$ cat config.mk
export PLATFORM = sky130hd
export DESIGN_NAME = excp_redirect
export DESIGN_NICKNAME = d
export VERILOG_FILES = /design/src/rtl/excp_redirect.sv
export SDC_FILE = /design/constraint.sdc
export NUM_CORES = 1
export LEC_CHECK = 0
export BUFFER_PORTS_ARGS = -buffer_cell sky130_fd_sc_hd__buf_2
export CAP_MARGIN = 20
export CORE_UTILIZATION = 40
export CTS_CLUSTER_SIZE = 12
export DETAILED_ROUTE_END_ITERATION = 10
export MAX_ROUTING_LAYER = met4
export PLACE_DENSITY = 0.7
export RECOVER_POWER = 100
export SETUP_SLACK_MARGIN = 0.15
export SYNTH_ARGS = -nofsm -noshare
export SYNTH_HDL_FRONTEND = slang
export SYNTH_SLANG_ARGS = --single-unit
$ cat constraint.sdc
create_clock -name clk -period 2.9 [get_ports clk]
set_clock_uncertainty 0.1 [all_clocks]
set_input_delay 0.29 -clock clk [delete_from_list [all_inputs] [get_ports clk]]
set_output_delay 0.29 -clock clk [all_outputs]
set_load 0.03 [all_outputs]
$ cat src/rtl/excp_redirect.sv
// excp_redirect: commit-side exception / ERTN sequencer.
// Saves the return context, updates privilege and address-mode bits and
// issues a handshaked frontend redirect to the handler entry or return PC.
// TLB-refill exceptions use their own return context (TLBRERA / IsTLBR).
module excp_redirect #(
  parameter logic [5:0] TLBR_ECODE = 6'h3F
) (
  input  logic        clk,
  input  logic        rst_n,
  input  logic        commit_valid,
  input  logic [31:0] commit_pc,
  input  logic        commit_excp,
  input  logic [5:0]  commit_ecode,
  input  logic        commit_badv_valid,
  input  logic [31:0] commit_badv,
  input  logic        commit_ertn,
  input  logic [31:0] TLBRENTRY,
  input  logic [31:0] EENTRY,
  input  logic        redirect_ready,
  output logic        redirect_valid,
  output logic [31:0] redirect_pc,
  output logic        flush,
  output logic        commit_stall,
  output logic [1:0]  crmd_plv,
  output logic        crmd_ie,
  output logic        crmd_da,
  output logic        crmd_pg,
  output logic [1:0]  prmd_pplv,
  output logic        prmd_pie,
  output logic [31:0] era,
  output logic [31:0] tlbrera_pc,
  output logic        tlbr_active,
  output logic [5:0]  estat_ecode,
  output logic [31:0] badv
);

  localparam logic [0:0] IDLE  = 1'b0;
  localparam logic [0:0] REDIR = 1'b1;

  logic [0:0] state;
  logic       in_idle;
  logic       excp_ev;
  logic       ertn_ev;
  logic       is_tlbr;

  // Events are only accepted in IDLE; anything presented during REDIR is dropped.
  assign in_idle = (state == IDLE);
  assign excp_ev = in_idle & commit_valid & commit_excp;
  assign ertn_ev = in_idle & commit_valid & commit_ertn & ~commit_excp;
  assign is_tlbr = (commit_ecode == TLBR_ECODE);

  assign redirect_valid = (state == REDIR);
  assign commit_stall   = (state == REDIR);

  // FSM and one-cycle flush pulse on event acceptance.
  always_ff @(posedge clk or negedge rst_n) begin
    if (!rst_n) begin
      state <= IDLE;
      flush <= 1'b0;
    end else begin
      flush <= excp_ev | ertn_ev;
      if (in_idle) begin
        if (excp_ev || ertn_ev) state <= REDIR;
      end else if (redirect_ready) begin
        state <= IDLE;
      end
    end
  end

  // Redirect target, captured at the event edge so later CSR writes cannot disturb it.
  always_ff @(posedge clk or negedge rst_n) begin
    if (!rst_n) begin
      redirect_pc <= 32'h0;
    end else if (excp_ev) begin
      redirect_pc <= is_tlbr ? {TLBRENTRY[31:6], 6'b0} : {EENTRY[31:6], 6'b0};
    end else if (ertn_ev) begin
      redirect_pc <= tlbr_active ? tlbrera_pc : era;
    end
  end

  // Privilege, interrupt-enable and saved-context bits.
  always_ff @(posedge clk or negedge rst_n) begin
    if (!rst_n) begin
      crmd_plv  <= 2'd0;
      crmd_ie   <= 1'b0;
      prmd_pplv <= 2'd0;
      prmd_pie  <= 1'b0;
    end else if (excp_ev) begin
      prmd_pplv <= crmd_plv;
      prmd_pie  <= crmd_ie;
      crmd_plv  <= 2'd0;
      crmd_ie   <= 1'b0;
    end else if (ertn_ev) begin
      crmd_plv <= prmd_pplv;
      crmd_ie  <= prmd_pie;
    end
  end

  // Address-mode bits and the TLB-refill return context.
  always_ff @(posedge clk or negedge rst_n) begin
    if (!rst_n) begin
      crmd_da     <= 1'b1;
      crmd_pg     <= 1'b0;
      tlbrera_pc  <= 32'h0;
      tlbr_active <= 1'b0;
    end else if (excp_ev && is_tlbr) begin
      tlbrera_pc  <= commit_pc;
      tlbr_active <= 1'b1;
      crmd_da     <= 1'b1;
      crmd_pg     <= 1'b0;
    end else if (ertn_ev && tlbr_active) begin
      tlbr_active <= 1'b0;
      crmd_da     <= 1'b0;
      crmd_pg     <= 1'b1;
    end
  end

  // Ordinary return address, exception cause and faulting address.
  always_ff @(posedge clk or negedge rst_n) begin
    if (!rst_n) begin
      era         <= 32'h0;
      estat_ecode <= 6'h0;
      badv        <= 32'h0;
    end else if (excp_ev) begin
      estat_ecode <= commit_ecode;
      if (commit_badv_valid) badv <= commit_badv;
      if (!is_tlbr) era <= commit_pc;
    end
  end

endmodule

==> out/results.md <==
- **critical path class** reg2reg
- **net count reported at finish** 861
- **Critical Path Start Type** register
- **per-instance average area after synthesis** 15.07 sq um
- **shortest period the worst path allows** 2.442 ns
- **worst endpoint data arrival time** 2.64 ns
- **area taken by flip-flops and latches** 3630 sq um
- **top post-synthesis cells by area** sky130_fd_sc_hd__dfrtp_1 (57%), sky130_fd_sc_hd__mux2_2 (12%), sky130_fd_sc_hd__mux2_4 (7.2%)
- **pin count of the biggest net entering global routing** 77
- **setup repair after global routing missed its margin** no
- **Inserted Clock Buffers** 17
- **clock latency of the later-clocked register in the worst-skew pair** 0.41 ns
- **data required time of the worst path** 3.10 ns
- **antenna violations before repair** 2
- **number of setup violations in the final report** 0
- **leftover overflow at the end of global routing** 0
- **Hold Crit Start** commit_badv[27]
- **H-Tree Depth** 4
- **count of input and output buffers** 274
- **setup TNS** 0 ns
- **TritonCTS sink count** 145
- **final RePlAce weighted congestion** 0.7964
- **Final Core Density** 54.60%
- **headroom to the max-slew limit** -18.75%
- **Slowest cell on crit path** sky130_fd_sc_hd__and2_0
- **wire length of the first global-routing pass** 26520 microns
- **final worst-path cycle share** 84.21%
- **via density per instance** 5.011
- **most repeated cell in the gate-level netlist after synthesis** sky130_fd_sc_hd__dfrtp_1
- **status** complete, but fails checks
- **DRT Pass-1 Iters** 4
- **maxcap violations** 1
- **final slew viol count** 70
- **distinct cell type count after synthesis** 32
- **multi-input combinational cell area** 2247 sq um
- **syn_nets** 557
- **area of the mapped netlist** 6267 sq um
- **Routed WL per cell** 18.21 microns
- **Final Hold Fails** 1
- **number of buffers added for setup after CTS** 0
- **source of the worst register-to-register timing path** commit_stall$_DFF_PN0_
- **CP endpoint kind** register
- **Seq/Total Area, Yosys** 57.92%
- **starting utilization of the core area** 41.07%
- **number of warnings printed during yosys synthesis** 0
- **Total Wirelength** 17210 microns
- **leading area contributor after synthesis** sky130_fd_sc_hd__dfrtp_1
- **Async SR Flop Fraction** 100.0%
- **vias in the first global route** 4922
- **number of standard-cell rows in the floorplan** 45
- **TritonCTS clock tree** done
- **count of unresolved DRC violations after routing** 0
- **clock-pin slew of the registers on the worst-case setup and hold paths** 0.06 ns
- **crit path max fanout** 27
- **GR Util All Layers** 22.21%
- **root buffer cell** sky130_fd_sc_hd__clkbuf_16
- **post-route ant nets** 0
- **Primary FF master, synth** sky130_fd_sc_hd__dfrtp_1
- **setup slack on the worst flop-to-flop path** 0.46 ns
- **cell depth of the worst flop-to-flop path** 4
- **die width** 127.2 microns
- **worst hold stages** 2
- **Slowest Stage Delay on Critical Path** 0.79 ns
- **1st-iter DRT viols** 204
- **number of buffers on the longest clock path** 2
- **worst slack on hold paths** -0.006996 ns
- **number of vias after detailed routing** 4735
- **worst-case hold path end point** badv[27]$_DFFE_PN0P_
- **Synth Register Bits** 145
- **Detailed Place HPWL** 11680 microns
- **highest achievable clock rate** 0.4095 GHz
- **io pins** 287
- **leading cell types by count after synthesis** sky130_fd_sc_hd__dfrtp_1 (144), sky130_fd_sc_hd__mux2_2 (65), sky130_fd_sc_hd__nand2_1 (36)
- **violations in the final reports** negative hold slack, max-capacitance violations, max-slew violations
- **cells after synthesis** 416
- **top cell type's share of synthesized area** 57.50%
- **transition time at the pin with the least slew margin** 1.781 ns
- **power density of the placed cells** 835.4 nW/um^2
- **RR Endpoint** redirect_pc[12]$_DFFE_PN0P_
- **area of the core** 15260 sq um
- **ordered list of cells on the worst path** nor2b_4, and2_0, nand2b_4, o221a_2
- **Die Y-Extent** 127.2 microns
- **fill cell total of the finished layout** 1391
- **Die ar.** 16170 sq um
- **layout overhead on the synthesized area** 32.94%
- **number of flops mapped to enable cells by yosys** 0
- **maximum resistive drop on vdd** 419.2 uV
- **static leakage** 3.759 nW
- **fraction of layout instances using a drive strength above 1** 35.52%
- **hold crit path type** in2reg
-- report_power, final --
group | switching (W) | internal, W
clock | 0.000825 | 0.00139
sequential | 0.000283 | 0.00243
combinational | 0.00136 | 0.000671
-- how the worst max path moves through the flow --
stage	from	end	cells after the start
after floorplan	commit_stall$_DFF_PN0_	badv[10]$_DFFE_PN0P_	6
after global placement	commit_stall$_DFF_PN0_	tlbrera_pc[17]$_DFFE_PN0P_	5
after detailed placement	commit_stall$_DFF_PN0_	tlbrera_pc[3]$_DFFE_PN0P_	5
after CTS	commit_ecode[5]	tlbrera_pc[3]$_DFFE_PN0P_	7
after global routing	commit_stall$_DFF_PN0_	redirect_pc[10]$_DFFE_PN0P_	4
final	commit_stall$_DFF_PN0_	redirect_pc[12]$_DFFE_PN0P_	4
-- layout make-up --
cell class | count | share of cell area, %
Timing Repair Buffer | 313 | 19.00
Clock buffer | 21 | 5.526
Inverter | 2 | 0.09010
Tap cell | 211 | 3.169
Antenna cell | 2 | 0.06007
Sequential cell | 145 | 43.57
Multi-Input combinational cell | 241 | 26.97
Clock inverter | 10 | 1.622
-- routing by layer --
layer	share of wire (%)	up-vias	global-route usage (%)
met1	40	2400	25.97
met5	0	-	-
met3	4.7	32	5.653
li1	-	2141	-
met4	2.3	0	9.314
met2	53	162	36.52
-- critical path: cells and delay by family, from the launching register on --
kind             cells  cell delay (ns)
AO/OA/AOI/OAI        1             0.38
AND/OR/NAND/NOR      3             1.39
flip-flops           1             0.43
-- per-stage QoR --
stage	instance area, sq um	setup slack, ns	instances	total power, W	hold slack, ns
final	8332	0.4579	945	0.006960	-0.006996
after global routing	8332	0.3470	945	0.007267	-0.01255
after CTS	8622	0.6777	941	0.007219	0.001290
after detailed placement	7726	0.7489	880	0.004944	0.2450
after global placement	7726	0.8281	880	0.004880	0.2262
after floorplan	6267	1.153	416	0.004217	-0.1056
-- what timing repair did --
action	4_1_cts	5_1_grt
hold buffers	30	2
endpoints found under the hold margin	99	2
gates resized for setup	0	0
-- cells by family after synthesis --
| logic type | count (synthesis) | synth area share [%] |
|---|---|---|
| muxes | 128 | 24.16 |
| buffers and inverters | 30 | 4.292 |
| and+or+nand+nor | 48 | 4.073 |
| DFF | 145 | 57.92 |
| AOI/OAI and AO/OA | 65 | 9.563 |
-- sequential cells by signal, summed over array words and instances, names as in the netlist --
register and flops:
badv 32, commit_stall 1, crmd_da 1, crmd_ie 1, crmd_pg 1, crmd_plv 2, era 32, estat_ecode 6
flush 1, prmd_pie 1, prmd_pplv 2, redirect_pc 32, tlbr_active 1, tlbrera_pc 32
-- placed cells by master, fill, tap and decap left out --
cell type / Yosys / layout
sky130_fd_sc_hd__a22o_1: 3 / 3
sky130_fd_sc_hd__and4_1: 1 / 1
sky130_fd_sc_hd__clkinv_2: 0 / 3
sky130_fd_sc_hd__nor2b_4: 1 / 1
sky130_fd_sc_hd__nor2_4: 1 / 1
sky130_fd_sc_hd__nand3b_1: 1 / 1
sky130_fd_sc_hd__o221a_1: 1 / 1
sky130_fd_sc_hd__dfstp_2: 1 / 1
sky130_fd_sc_hd__inv_1: 1 / 2
sky130_fd_sc_hd__and2_0: 0 / 1
sky130_fd_sc_hd__clkinvlp_4: 0 / 4
sky130_fd_sc_hd__a21oi_1: 1 / 1
sky130_fd_sc_hd__dlygate4sd3_1: 0 / 32
sky130_fd_sc_hd__buf_4: 3 / 4
sky130_fd_sc_hd__clkbuf_1: 2 / 149
sky130_fd_sc_hd__clkbuf_16: 0 / 17
sky130_fd_sc_hd__nand2_8: 1 / 1
sky130_fd_sc_hd__a21o_1: 1 / 1
sky130_fd_sc_hd__clkbuf_2: 0 / 1
sky130_fd_sc_hd__nand2b_4: 1 / 1
sky130_fd_sc_hd__mux2i_1: 32 / 32
sky130_fd_sc_hd__and3b_1: 0 / 1
sky130_fd_sc_hd__buf_2: 10 / 127
sky130_fd_sc_hd__nand2_1: 36 / 36
sky130_fd_sc_hd__clkbuf_8: 0 / 2
sky130_fd_sc_hd__bufinv_16: 0 / 3
sky130_fd_sc_hd__a2bb2oi_1: 26 / 26
sky130_fd_sc_hd__nand2_2: 2 / 2
sky130_fd_sc_hd__mux2_1: 1 / 31
sky130_fd_sc_hd__o21ai_0: 8 / 8
sky130_fd_sc_hd__o221a_2: 25 / 25
sky130_fd_sc_hd__dfrtp_1: 144 / 144
sky130_fd_sc_hd__nand3_1: 0 / 1
sky130_fd_sc_hd__diode_2: 0 / 2
sky130_fd_sc_hd__nor2_1: 1 / 1
sky130_fd_sc_hd__mux2_2: 65 / 65
sky130_fd_sc_hd__buf_12: 4 / 2
Power figures use the tool's default switching activity.
